File: src/rtl/bus_ep_pkg.sv
// bus_ep_pkg: shared constants and helpers for the bus endpoint.
//   DEST_W            width of the destination ID field at the top of a packet
//   PKT_MAX_W         widest packet dest_of() accepts (callers zero-extend)
//   BROADCAST_DEFAULT destination ID that every endpoint accepts
//   DROP_CNT_MAX      saturation value of the dropped-push counter
package bus_ep_pkg;

  localparam int DEST_W    = 8;
  localparam int PKT_MAX_W = 64;

  localparam logic [DEST_W-1:0] BROADCAST_DEFAULT = 8'hFF;
  localparam logic [7:0]        DROP_CNT_MAX      = 8'hFF;

  // Destination ID of a packet pkt_w bits wide, passed zero-extended to
  // PKT_MAX_W so one function serves every packet width.
  function automatic logic [DEST_W-1:0] dest_of(input logic [PKT_MAX_W-1:0] pkt,
                                                input int pkt_w);
    return DEST_W'(pkt >> (pkt_w - DEST_W));
  endfunction

endpackage

File: src/rtl/ep_fifo.sv
// ep_fifo: synchronous show-ahead FIFO.
//   clk, reset   clock, asynchronous active-low reset
//   wr, wr_data  write request/data (ignored while full)
//   rd           read request, advances the head (ignored while empty)
//   rd_data      current head, 0 while empty
//   full, empty  occupancy flags
//   count        number of stored entries, 0..depth
module ep_fifo
  import bus_ep_pkg::*;
#(
  parameter int W     = 16,
  parameter int DEPTH = 8
) (
  input  logic                     clk,
  input  logic                     reset,
  input  logic                     wr,
  input  logic [W-1:0]             wr_data,
  input  logic                     rd,
  output logic [W-1:0]             rd_data,
  output logic                     full,
  output logic                     empty,
  output logic [$clog2(DEPTH):0]   count
);

  localparam int AW = $clog2(DEPTH);

  logic [W-1:0] mem [DEPTH];
  logic [AW:0]  wr_ptr;
  logic [AW:0]  rd_ptr;
  logic         wr_en;
  logic         rd_en;

  // Extra wrap bit distinguishes full (wrap bits differ) from empty (equal).
  assign empty = (wr_ptr == rd_ptr);
  assign full  = (wr_ptr[AW] != rd_ptr[AW]) &&
                 (wr_ptr[AW-1:0] == rd_ptr[AW-1:0]);
  assign count = wr_ptr - rd_ptr;

  // Full/empty are judged on the pre-edge state, so a write into a full FIFO
  // is refused even when a read happens on the same edge.
  assign wr_en = wr && !full;
  assign rd_en = rd && !empty;

  // NOTE: sequential state uses non-blocking assignments so every register
  // samples the pre-edge values regardless of statement order.
  always_ff @(posedge clk or negedge reset) begin
    if (!reset) begin
      wr_ptr <= '0;
      rd_ptr <= '0;
    end else begin
      if (wr_en) wr_ptr <= wr_ptr + 1'b1;
      if (rd_en) rd_ptr <= rd_ptr + 1'b1;
    end
  end

  // NOTE: storage is deliberately not reset; clearing the pointers empties
  // the FIFO and the head is masked below, so stale words are never visible.
  always_ff @(posedge clk) begin
    if (wr_en) mem[wr_ptr[AW-1:0]] <= wr_data;
  end

  assign rd_data = empty ? '0 : mem[rd_ptr[AW-1:0]];

endmodule

File: src/rtl/bus_endpoint.sv
// bus_endpoint: device side of the pndng/pop/D_pop and push/D_push bus
// handshakes, with a TX FIFO popped by the bus and an RX FIFO drained by the
// local host. Inbound packets are filtered by destination ID.
//   clk, reset            clock, asynchronous active-low reset
//   pndng, D_pop, pop     bus side of the TX FIFO
//   push, D_push          bus delivery into the RX FIFO
//   tx_valid/data/ready   host write port of the TX FIFO
//   rx_valid/data/ready   host read port of the RX FIFO
//   tx_count, rx_count    FIFO occupancies
//   err_ovf               sticky: valid push dropped because RX was full
//   err_misroute          sticky: push carried a foreign destination
//   err_underflow         sticky: pop arrived with TX empty
//   drop_cnt              saturating count of dropped pushes
module bus_endpoint
  import bus_ep_pkg::*;
#(
  parameter int                pckg_sz   = 16,
  parameter int                depth     = 8,
  parameter logic [DEST_W-1:0] id        = 8'd0,
  parameter logic [DEST_W-1:0] broadcast = BROADCAST_DEFAULT
) (
  input  logic                     clk,
  input  logic                     reset,
  output logic                     pndng,
  output logic [pckg_sz-1:0]       D_pop,
  input  logic                     pop,
  input  logic                     push,
  input  logic [pckg_sz-1:0]       D_push,
  input  logic                     tx_valid,
  input  logic [pckg_sz-1:0]       tx_data,
  output logic                     tx_ready,
  output logic                     rx_valid,
  output logic [pckg_sz-1:0]       rx_data,
  input  logic                     rx_ready,
  output logic [$clog2(depth):0]   tx_count,
  output logic [$clog2(depth):0]   rx_count,
  output logic                     err_ovf,
  output logic                     err_misroute,
  output logic                     err_underflow,
  output logic [7:0]               drop_cnt
);

  logic              tx_full;
  logic              tx_empty;
  logic              rx_full;
  logic              rx_empty;
  logic [DEST_W-1:0] dest;
  logic              dest_ok;
  logic              misroute;
  logic              overflow;

  ep_fifo #(.W(pckg_sz), .DEPTH(depth)) u_tx_fifo (
    .clk     (clk),
    .reset   (reset),
    .wr      (tx_valid),
    .wr_data (tx_data),
    .rd      (pop),
    .rd_data (D_pop),
    .full    (tx_full),
    .empty   (tx_empty),
    .count   (tx_count)
  );

  ep_fifo #(.W(pckg_sz), .DEPTH(depth)) u_rx_fifo (
    .clk     (clk),
    .reset   (reset),
    .wr      (push && dest_ok),
    .wr_data (D_push),
    .rd      (rx_ready),
    .rd_data (rx_data),
    .full    (rx_full),
    .empty   (rx_empty),
    .count   (rx_count)
  );

  assign pndng    = !tx_empty;
  assign tx_ready = !tx_full;
  assign rx_valid = !rx_empty;

  assign dest     = dest_of(PKT_MAX_W'(D_push), pckg_sz);
  assign dest_ok  = (dest == id) || (dest == broadcast);

  // Misroute takes precedence: a foreign packet into a full RX is reported
  // only as a misroute, and either way counts as a single drop.
  assign misroute = push && !dest_ok;
  assign overflow = push && dest_ok && rx_full;

  always_ff @(posedge clk or negedge reset) begin
    if (!reset) begin
      err_ovf       <= 1'b0;
      err_misroute  <= 1'b0;
      err_underflow <= 1'b0;
      drop_cnt      <= '0;
    end else begin
      if (overflow)      err_ovf       <= 1'b1;
      if (misroute)      err_misroute  <= 1'b1;
      if (pop && tx_empty) err_underflow <= 1'b1;
      if ((misroute || overflow) && (drop_cnt != DROP_CNT_MAX))
        drop_cnt <= drop_cnt + 8'd1;
    end
  end

endmodule
File: config.mk
export PLATFORM = sky130hd
export DESIGN_NAME = bus_endpoint
export DESIGN_NICKNAME = d
export VERILOG_FILES = /design/src/rtl/bus_ep_pkg.sv /design/src/rtl/ep_fifo.sv /design/src/rtl/bus_endpoint.sv
export SDC_FILE = /design/constraint.sdc
export NUM_CORES = 1
export LEC_CHECK = 0
export ABC_AREA = 1
export CAP_MARGIN = 20
export CORE_MARGIN = 3
export CORE_UTILIZATION = 34
export CTS_CLUSTER_DIAMETER = 40
export DETAILED_ROUTE_END_ITERATION = 10
export HOLD_SLACK_MARGIN = 0.03
export SLEW_MARGIN = 0
export SYNTH_ARGS = -nofsm -noshare
export SYNTH_HDL_FRONTEND = slang
export SYNTH_SLANG_ARGS = --single-unit
File: constraint.sdc
create_clock -name clk -period 6.89 [get_ports clk]
set_input_delay 0.689 -clock clk [delete_from_list [all_inputs] [get_ports clk]]
set_output_delay 0.689 -clock clk [all_outputs]
set_load 0.005 [all_outputs]
## Yosys cells after proc, flatten, opt, wreduce, memory -nomap -nowiden

Memories as Yosys holds them, arrays and structs flattened.
Index checks and enable logic that the tools add are counted.

- Memories kept: 2
- Logic and storage cells: 50
- Output and inout bits: 54
- Input port bits: 38
- Memory bits (read-only): 0
- Latch bits: 0
- Bits in writable memories: 256
- Register bits after elaboration: 27

- Div/mod/pow operators: 0
- Multiply operators: 0
- Eq/ne operators: 8
- $add $sub $neg: 7
- Shift-type cells: 0
- Reduce and logical (&&, ||, !) cells: 19
- $lt $le $gt $ge: 0
- Bitwise gates (word level): 0
- Mux-type cells: 6

Memory list:

| memory | depth | bits a word | rd ports | clocked after memory_dff | wr ports | line | RTL |
|---|---|---|---|---|---|---|---|
| u_rx_fifo.mem | 8 | 16 | 1 | 0 | 1 | ep_fifo.sv:27 | `logic [W-1:0] mem [DEPTH];` |
| u_tx_fifo.mem | 8 | 16 | 1 | 0 | 1 | ep_fifo.sv:27 |  |

Operators by type and width:

| operator | count |
|---|---|
| $mux 16 | 2 |
| $add 4x1->4 const B | 4 |
| $logic_and 1x1->1 | 11 |
| $add 8x1->8 const B | 1 |
| $eq 4x4->1 | 2 |
| $eq 8x8->1 const B | 1 |
| $logic_not 8->1 | 1 |
| $ne 8x8->1 const B | 1 |
| $sub 4x4->4 | 2 |
| $eq 3x3->1 | 2 |
| $logic_not 1->1 | 5 |
| $mux 1 | 4 |
| $logic_or 1x1->1 | 2 |
| $ne 1x1->1 | 2 |

## Logic depth before layout (Yosys ltp)

- Depth in word-level cells: 6
- Depth in mapped cells: 11
- Gate-level depth less buffers: 9

## By module

From an unflattened synthesis, not the netlist that was laid out.

- Cells, all modules: 1344
- Area total of the unflattened synthesis: 13017.5 sq um

Modules (own cells, without submodules):

| module | area each (sq um) | instances | cells an instance | seq. area each (sq um) |
|---|---|---|---|---|
| ep_fifo | 6185.9 | 2 | 633 | 4043.9 |
| bus_endpoint | 645.6 | 1 | 78 | 275.3 |

## Least setup slack after synthesis

Ideal clock, no wire load.

- Path kind: flip-flop to flip-flop
- Start: register u_tx_fifo.rd_ptr[2]
- End: memory u_tx_fifo.mem[6][0], enable pin
- Data required time: 6.481 ns
- Cell stages (with the launch flop): 12
- Buffers on the path: 2
- Library setup time: 0.409 ns
- Clock period less this slack: 3.270 ns
- Path slack: 3.620 ns
- Arrival: 2.860 ns
- Cells stage by stage: dfrtp_1 -> buf_2 -> inv_1 -> clkbuf_1 -> ha_1 -> inv_1 -> nor3_2 -> nand2_1 -> nand2_1 -> inv_1 -> nand2_1 -> nor3_1

- Longest elaborated chain between the ends: 6

Ends and longest elaborated chain:

| what | line | RTL |
|---|---|---|
| start, declared | ep_fifo.sv:29 | `logic [AW:0] rd_ptr;` |
| start signal, assigned | ep_fifo.sv:52 | `if (rd_en) rd_ptr <= rd_ptr + 1'b1;` |
| $eq 3x3->1 | ep_fifo.sv:36 | `(wr_ptr[AW-1:0] == rd_ptr[AW-1:0]);` |
| $logic_and 1x1->1 | ep_fifo.sv:35 | `assign full = (wr_ptr[AW] != rd_ptr[AW]) &&` |
| $logic_not 1->1 | n/a |  |
| named net tx_ready | bus_endpoint.sv:31 | `output logic tx_ready,` |
| $logic_and 1x1->1 | ep_fifo.sv:41 | `assign wr_en = wr && !full;` |
| $mux 1 | ep_fifo.sv:59 | `if (wr_en) mem[wr_ptr[AW-1:0]] <= wr_data;` |
| $mux 1 (implied by the code) | ep_fifo.sv:59 |  |
| end, declared | ep_fifo.sv:27 |  |

The timed path passes the listed nets, and every way through them passes these cells.

## Final worst setup path

- Start: register u_tx_fifo.rd_ptr[2]
- End: output D_pop[10]

- Longest elaborated chain between the ends: 2
- Elaborated cells on any way between the ends: 3
- Those cells by class: eq/ne: 1; mux: 1; memory: 1

Ends and longest elaborated chain:

| what | line | RTL |
|---|---|---|
| $mem_v2 8x16 or $eq 4x4->1 (tied branches) | n/a |  |
| $mux 16 (*) | ep_fifo.sv:62 | `assign rd_data = empty ? '0 : mem[rd_ptr[AW-1:0]];` |
| end, declared | bus_endpoint.sv:25 | `output logic [pckg_sz-1:0] D_pop,` |

Every way passes the cells marked *; elsewhere a longest branch is shown, timed or not.

==> flow_metrics.tcl <==
set metrics [dict create \
    status "finished clean" \
    nNetsFinal 1095 \
    p_leak_nw 5.09 \
    grt_max_degree 66 \
    hpwl_mm 15.5 \
    timing.fmax_mhz 208 \
    synthCells 935 \
    tightestPinTransition_ns 0.786 \
    gp_congestion 0.752 \
    syn_area_mm2 0.0116 \
    relSlewSlack 0.476 \
    htreeDepth 2 \
    drv_slew 0 \
    placed_cells 1440 \
    setup.worst_path.start_class "flop" \
    stdcell_count 1517 \
    cts_setup_buffers 0 \
    postCtsResizedCells 0 \
    area_delta_synth_final_pct 25.6 \
    path_clk_slew_ns 0.05 \
    routedWlPerCell_um 18.0 \
    critical_path_class "flop to primary output" \
    hold_ws_ns 0.473 \
    die_y_um 191 \
    numCtsBuffers 41 \
    drcViolationCount 0 \
    via_per_inst 4.98 \
    ir_drop_v 0.000245 \
    finalSetupViolCount 0 \
    worstPathCellList "inv_1, ha_1, inv_1, nor3_2, nand2_1, o21ai_0, nor2_1, clkdlybuf4s50_1" \
    slowest_delay_ns 0.84 \
    yosysSeqAreaShare 0.722 \
    core_mm2 0.0330 \
    endpoint_kind "primary output" \
    post-route-period-util 0.697 \
    drive_gt1_frac 0.102 \
    postCtsHoldBufs 0 \
    root_buffer "clkbuf_16" \
    rows 66 \
    final_antenna_net_count 0 \
    synth_seq_cells 283 \
    die_area_mm2 0.0363 \
    cp_data_required_time_ns 6.20 \
    max_cap_violations 0 \
    track_usage 0.151 \
    cts_buffer_depth 3 \
    worst_path_most_repeated_cell "inv_1" \
    crit_arrival_ns 4.11 \
    finalHoldViolCount 0 \
    power_density_mw_per_mm2 461 \
    port_buffers 91 \
    vias 7561 \
    wl_mm 27.3 \
    fin_tns_setup_ns 0 \
    syn_area_per_cell_um2 12.4 \
    cp_slowest_cell "dfrtp_1" \
    clock_skew_ns 0.0323 \
    dr.pass1.iters 5 \
    grt_pass1_wl_mm 42.8 \
    die_x_um 191 \
    period_needed_ns 4.80 \
    critPathMaxFanout 20 \
    final_cell_mix "edfxtp_1 (256), nor2_1 (214), o21ai_0 (156), clkdlybuf4s50_1 (91), o22ai_1 (64)" \
    initial_core_util 0.351 \
    hold_path.class "flop to flop" \
    gr-total-overflow 0 \
    ys.flop_type "edfxtp_1" \
    antenna_found_initial 1 \
    rsz0062_at_grt "no" \
    final_util 0.441 \
    async_reset_ff_frac 0.0954 \
    numClockSinks 283 \
    final_common_cell "edfxtp_1" \
    syn-num-nets 986 \
    synth_edf_count 256 \
    grt_pass1_vias 7491 \
    tritoncts "yes" \
    synth_cell_types 33 \
    drt_iter0_markers 556 \
    ios 92 \
    antenna_cells 0 \
    clk-insertion-delay-late_ns 0.53 \
    synth_warnings 0 \
]
[through the flow]
stage / setup slack, ns / area, um^2 / power, W
after floorplan: 3.62 / 11600 / 0.00345
after global placement: 2.80 / 13000 / 0.00446
after detailed placement: 2.68 / 13000 / 0.00448
after CTS: 2.10 / 14500 / 0.00674
after global routing: 1.77 / 14600 / 0.00712
final: 2.09 / 14600 / 0.00671
[logic make-up (layout without fill, tap and decap cells)]
logic type	after synthesis	count (layout)	share of synthesized area
AO/OA/AOI/OAI	238	238	0.113
XOR/XNOR	21	21	0.0159
adder cells (fa/ha/maj)	13	13	0.0153
buffers and inverters	77	217	0.0299
flip-flops	283	283	0.722
AND/OR/NAND/NOR	303	303	0.104
[path summary, 6_finish.rpt]
check	slack [ns]	cells past startpoint	from	end
worst max-delay path	2.09	8	u_tx_fifo.rd_ptr[2]	D_pop[10]
worst min-delay path	0.47	1	err_underflow	err_underflow
worst max register to register	3.43	10	u_rx_fifo.rd_ptr[2]	u_rx_fifo.mem[0][11]
worst min register to register	0.47	1	err_underflow	err_underflow
max in group asynchronous	6.02	2	reset	u_tx_fifo.rd_ptr[0]
min in group asynchronous	0.56	2	reset	u_rx_fifo.rd_ptr[2]
[report_power, final]
group	switching, W	total [W]	leakage [nW]	internal, W
Combinational	0.00125	0.00226	1.72	0.00101
Sequential	0.000166	0.00222	2.64	0.00205
Clock	0.000759	0.00223	0.727	0.00147
[final cells by class]
type | count | area, um^2
clock buffers | 49 | 1080
multi-input cells | 575 | 2900
clock inverters | 25 | 414
repair buffers | 116 | 1140
well taps | 442 | 553
inverters | 27 | 101
flip-flops and latches | 283 | 8370
fillers | 3036 | 18500
[cell usage after synthesis (2+ instances only)]
| library cell | count | area, um^2 |
|---|---|---|
| a21oi_1 | 4 | 20.0 |
| buf_1 | 2 | 7.51 |
| buf_2 | 12 | 60.1 |
| buf_4 | 9 | 67.6 |
| clkbuf_1 | 25 | 93.8 |
| dfrtp_1 | 27 | 676 |
| edfxtp_1 | 256 | 7690 |
| fa_1 | 2 | 40.0 |
| ha_1 | 11 | 138 |
| inv_1 | 24 | 90.1 |
| inv_2 | 3 | 11.3 |
| nand2_1 | 58 | 218 |
| nand2_2 | 3 | 18.8 |
| nand3_1 | 18 | 90.1 |
| nor2_1 | 214 | 803 |
| nor3_1 | 5 | 25.0 |
| o21ai_0 | 156 | 781 |
| o21ai_1 | 7 | 35.0 |
| o21bai_1 | 2 | 15.0 |
| o22ai_1 | 64 | 400 |
| o31ai_1 | 2 | 15.0 |
| xnor2_1 | 7 | 61.3 |
| xor2_1 | 14 | 123 |
[worst max-delay path, delay by kind of cell, from the launching register on]
family / cells / cell delay (ns)
simple gates: 3 / 0.81
flops: 1 / 0.84
compound gates: 1 / 0.27
fa+ha+maj: 1 / 0.52
buf+inv: 3 / 1.13
[registers in the layout, summed over array words and instances (netlist names)]
register / cells
drop_cnt: 8
u_tx_fifo.mem: 128
err_underflow: 1
err_misroute: 1
u_tx_fifo.wr_ptr: 4
u_rx_fifo.rd_ptr: 4
u_rx_fifo.wr_ptr: 4
u_rx_fifo.mem: 128
err_ovf: 1
u_tx_fifo.rd_ptr: 4
[metal layers]
metal  share of wire  track usage  up-vias
met2            0.47        0.245      206
met1            0.44        0.204     3697
li1                -            -     3609
met5         0.00044            0        -
met3           0.062       0.0324       47
met4           0.021       0.0449        2
No activity file was read; power rests on OpenSTA's default activity.
==> variant 1 (same settings) <==
`pckg_sz`: 16 -> 32.
--- a/src/rtl/bus_endpoint.sv
+++ b/src/rtl/bus_endpoint.sv
@@ -14,7 +14,7 @@
 module bus_endpoint
   import bus_ep_pkg::*;
 #(
-  parameter int                pckg_sz   = 16,
+  parameter int                pckg_sz   = 32,
   parameter int                depth     = 8,
   parameter logic [DEST_W-1:0] id        = 8'd0,
   parameter logic [DEST_W-1:0] broadcast = BROADCAST_DEFAULT
Ports: changed (resized D_pop, D_push, rx_data and tx_data); port bits go from 92 to 156. The function was not compared with the original's and may differ.
==> variant 1 against the unedited design <==
Cell count rose by 80%; setup slack improved by 0.19 ns; die area rose by 83%; global-route usage rose by 0.68 points; sequential cell count rose by 256; routed wire length rose by 94%; power rose by 83%; area after synthesis rose by 86%; sequential share of layout area rose by 2.8 points; via count rose by 83%; cell area rose by 83%; critical endpoint is now rx_data[5]; largest power group unchanged.
==> variant 1: results <==
set metrics [dict create \
    outcome "completed" \
    synth_edf_count 512 \
    root_buffer "clkbuf_16" \
    syn_nets 1748 \
    finalWeightedCongestion 0.741 \
    irDropWorstVdd_mv 0.260 \
    grt_max_degree 89 \
    min_path_cells 1 \
    async_flop_share 0.0501 \
    final_layout_size_suffix_gt1_frac 0.104 \
    grt_pass1_wl_um 81300 \
    skew_ns 0.0526 \
    cts-buffers-inserted 79 \
    seq_area_frac_synth 0.746 \
    critPathSlowestCell "nand2_2" \
    pre_cts_ws_ns 2.83 \
    clockBufferDepth 3 \
    port-buffer-count 155 \
    p_leak_uw 0.00887 \
    slowest_delay_ns 0.53 \
    vias_per_cell 5.06 \
    grt_pass1_vias 13912 \
    critPathArrivalTime_ns 3.92 \
    nets 1908 \
    grt_use_total 0.157 \
    dp_hpwl_um 27100 \
    r2r_cells 11 \
    path_max_fanout 36 \
    yosys-top-cells-area "edfxtp_1 (71%), nor2_1 (7.1%), o21ai_0 (5.9%)" \
    grt_use_met2 0.264 \
    synth.distinct_cells 35 \
    antenna_found_initial 6 \
    cts_resized 0 \
    htree_levels 3 \
    grt.met1_usage 0.197 \
    tightest_slew_ns 0.963 \
    drtIter0Drc 1006 \
    drt_wl_total_um 52900 \
    use_met3 0.0387 \
    clkTransAtPathRegs_ns 0.05 \
    synthTopCellsByCount "edfxtp_1 (512), nor2_1 (408), o21ai_0 (254)" \
    insertion_delay_ns 0.61 \
]
## variant 1: final timing paths
kind / start / endpoint / slack (ns)
setup / recovery: u_rx_fifo.rd_ptr[2] / rx_data[5] / 2.28
hold / removal: err_underflow / err_underflow / 0.47
setup reg to reg: u_rx_fifo.rd_ptr[2] / u_rx_fifo.mem[4][18] / 3.04
hold reg to reg: err_underflow / err_underflow / 0.47
max in group asynchronous: reset / u_tx_fifo.rd_ptr[0] / 6.04
min in group asynchronous: reset / u_rx_fifo.wr_ptr[0] / 0.48
## variant 1: kinds of logic (layout without fill, tap and decap cells)
kind of cell | Yosys count | in the layout | share of synthesized area
XOR/XNOR | 19 | 19 | 0.00774
adder cells (fa/ha/maj) | 13 | 13 | 0.00826
buffers and inverters | 132 | 358 | 0.0302
AND/OR/NAND/NOR | 499 | 499 | 0.0907
other | 0 | 4 | 0
flip-flops | 539 | 539 | 0.746
AO/OA/AOI/OAI | 463 | 463 | 0.117
## variant 1: stage by stage
step | utilization | std cells | area [sq um] | power, uW
global route | 0.429 | 2730 | 26600 | 13000
floorplan | - | 1665 | 21500 | 6440
detailed placement | 0.384 | 2581 | 23900 | 8330
global placement | 0.384 | 2581 | 23900 | 8260
CTS | 0.428 | 2728 | 26600 | 12500
finish | 0.429 | 2732 | 26600 | 12300
## variant 1: where the power goes
part	switching [uW]	internal [uW]	total, uW
logic	2430	1710	4130
registers	189	3900	4090
clock network	1540	2520	4070
total	4160	8130	12300
## variant 1: final cells by class
class,count,area [sq um]
antenna,4,10.0
clock buffer,91,2080
clock inverter,56,654
fill,5687,35500
inverter,28,109
multi-input combinational,994,4920
sequential,539,16100
tap,837,1050
timing repair buffer,183,1760
## variant 1: worst max-delay path, delay by kind of cell (launching register included)
kind | cells | cell delay, ns
buf+inv | 4 | 1.52
simple gates | 3 | 0.73
fa+ha+maj | 1 | 0.47
flops | 1 | 0.32
compound gates | 1 | 0.24
## variant 1: layer usage
layer,wire (um),up-vias,part of all wire
met5,23,-,0.00044
met4,1440,4,0.027
met3,4010,114,0.076
met2,25700,452,0.49
met1,21700,6815,0.41
li1,-,6437,-
==> variant 2 (same flow settings) <==
Made on the original files. Put one more register stage on the output `err_misroute`, with the module's reset. The value now appears one clock later. The other outputs are not delayed to match.
--- a/src/rtl/bus_endpoint.sv
+++ b/src/rtl/bus_endpoint.sv
@@ -39,6 +39,8 @@
   output logic                     err_underflow,
   output logic [7:0]               drop_cnt
 );
+
+  logic err_misroute_s0;
 
   logic              tx_full;
   logic              tx_empty;
@@ -88,16 +90,24 @@
   always_ff @(posedge clk or negedge reset) begin
     if (!reset) begin
       err_ovf       <= 1'b0;
-      err_misroute  <= 1'b0;
+      err_misroute_s0 <= 1'b0;
       err_underflow <= 1'b0;
       drop_cnt      <= '0;
     end else begin
       if (overflow)      err_ovf       <= 1'b1;
-      if (misroute)      err_misroute  <= 1'b1;
+      if (misroute)      err_misroute_s0 <= 1'b1;
       if (pop && tx_empty) err_underflow <= 1'b1;
       if ((misroute || overflow) && (drop_cnt != DROP_CNT_MAX))
         drop_cnt <= drop_cnt + 8'd1;
     end
   end
 
+  always_ff @(posedge clk or negedge reset) begin
+    if (!reset) begin
+      err_misroute <= '0;
+    end else begin
+      err_misroute <= err_misroute_s0;
+    end
+  end
+
 endmodule
Function: changed (a bounded check fails within 4 cycles, from zero or initial values and one cycle with reset low).
==> variant 2 against the unedited design <==
Hold slack got worse by 0.10 ns; area after synthesis rose by 0.22%; setup slack got worse by 0.28 ns; cell area decreased by 0.24%; register-to-register slack about the same; sequential cell count up 1; routed wire length decreased by 0.11%; power decreased by 1.2%.
==> variant 2: results <==
set metrics [dict create \
    vias_per_cell 5.02 \
    buf_share 0.0801 \
    nets 1096 \
    grt_pass1_vias 7534 \
    synthXorXnorAreaFrac 0.0158 \
    clockBufferCount 46 \
    p_leak_uw 0.00506 \
    seq_cells 284 \
    drt_wl_total_um 27200 \
    final_layout_size_suffix_gt1_frac 0.106 \
    synth_fa_ha_area_frac 0.0153 \
    powerSeq_uw 2180 \
    seq_area_frac_synth 0.722 \
    grt_max_degree 69 \
    rrSetupSlack_ns 3.42 \
    netlist_instances 936 \
    timing.rr.start "u_tx_fifo.rd_ptr[2]" \
    irDropWorstVdd_mv 0.256 \
    grt_use_met2 0.243 \
    worst_slew_margin_rel 0.390 \
    use_met3 0.0342 \
    placed_cells 1446 \
    switching_share 0.332 \
    finalWeightedCongestion 0.754 \
    grt.met1_usage 0.196 \
    yosys-top-cells-area "edfxtp_1 (66%), nor2_1 (6.9%), o21ai_0 (6.7%)" \
    dp_hpwl_um 15100 \
    final-clk-cell-share 0.0966 \
    seq_area_sq_mm 0.00839 \
    synth_compound_area_frac 0.113 \
    pwr.group.combinational_uw 2330 \
    r2r-end "u_tx_fifo.rd_ptr[1]" \
    min_to "err_misroute" \
    grt_pass1_wl_um 42300 \
    wl_met2_um 12900 \
    total_power_uw 6630 \
    min_path_cells 0 \
    wl_met3_um 1790 \
    met1_length_um 11900 \
    outcome "completed" \
    pre_cts_ws_ns 2.42 \
    hold_start "err_misroute_s0" \
    vias 7653 \
    grt_use_total 0.149 \
    async_flop_share 0.0986 \
    root_buffer "clkbuf_16" \
    die_x_um 191 \
    fin_ws_ns 1.81 \
    syn_nets 987 \
]
variant 2: cell types whose count changed after synthesis, sizes merged:
cell and delta:
dfrtp +1
variant 2: critical path: stages (launching register included):
cell	delay, ns
dfrtp_1	0.85
inv_1	0.61
ha_1	0.51
inv_1	0.10
nor3_2	0.06
nand2_1	0.67
o21ai_0	0.21
nor2_1	0.29
clkdlybuf4s50_1	0.57
variant 2: how the worst max path moves through the flow:
stage,startpoint,endpoint,slack [ns],depth (start not counted)
after floorplan,u_tx_fifo.rd_ptr[2],u_tx_fifo.mem[6][0],3.62,11
after global routing,u_tx_fifo.rd_ptr[2],D_pop[11],1.59,8
after detailed placement,u_tx_fifo.rd_ptr[2],D_pop[8],2.42,8
final,u_tx_fifo.rd_ptr[2],D_pop[11],1.81,8
after CTS,u_tx_fifo.rd_ptr[2],D_pop[8],1.83,8
after global placement,u_tx_fifo.rd_ptr[2],D_pop[8],2.48,8
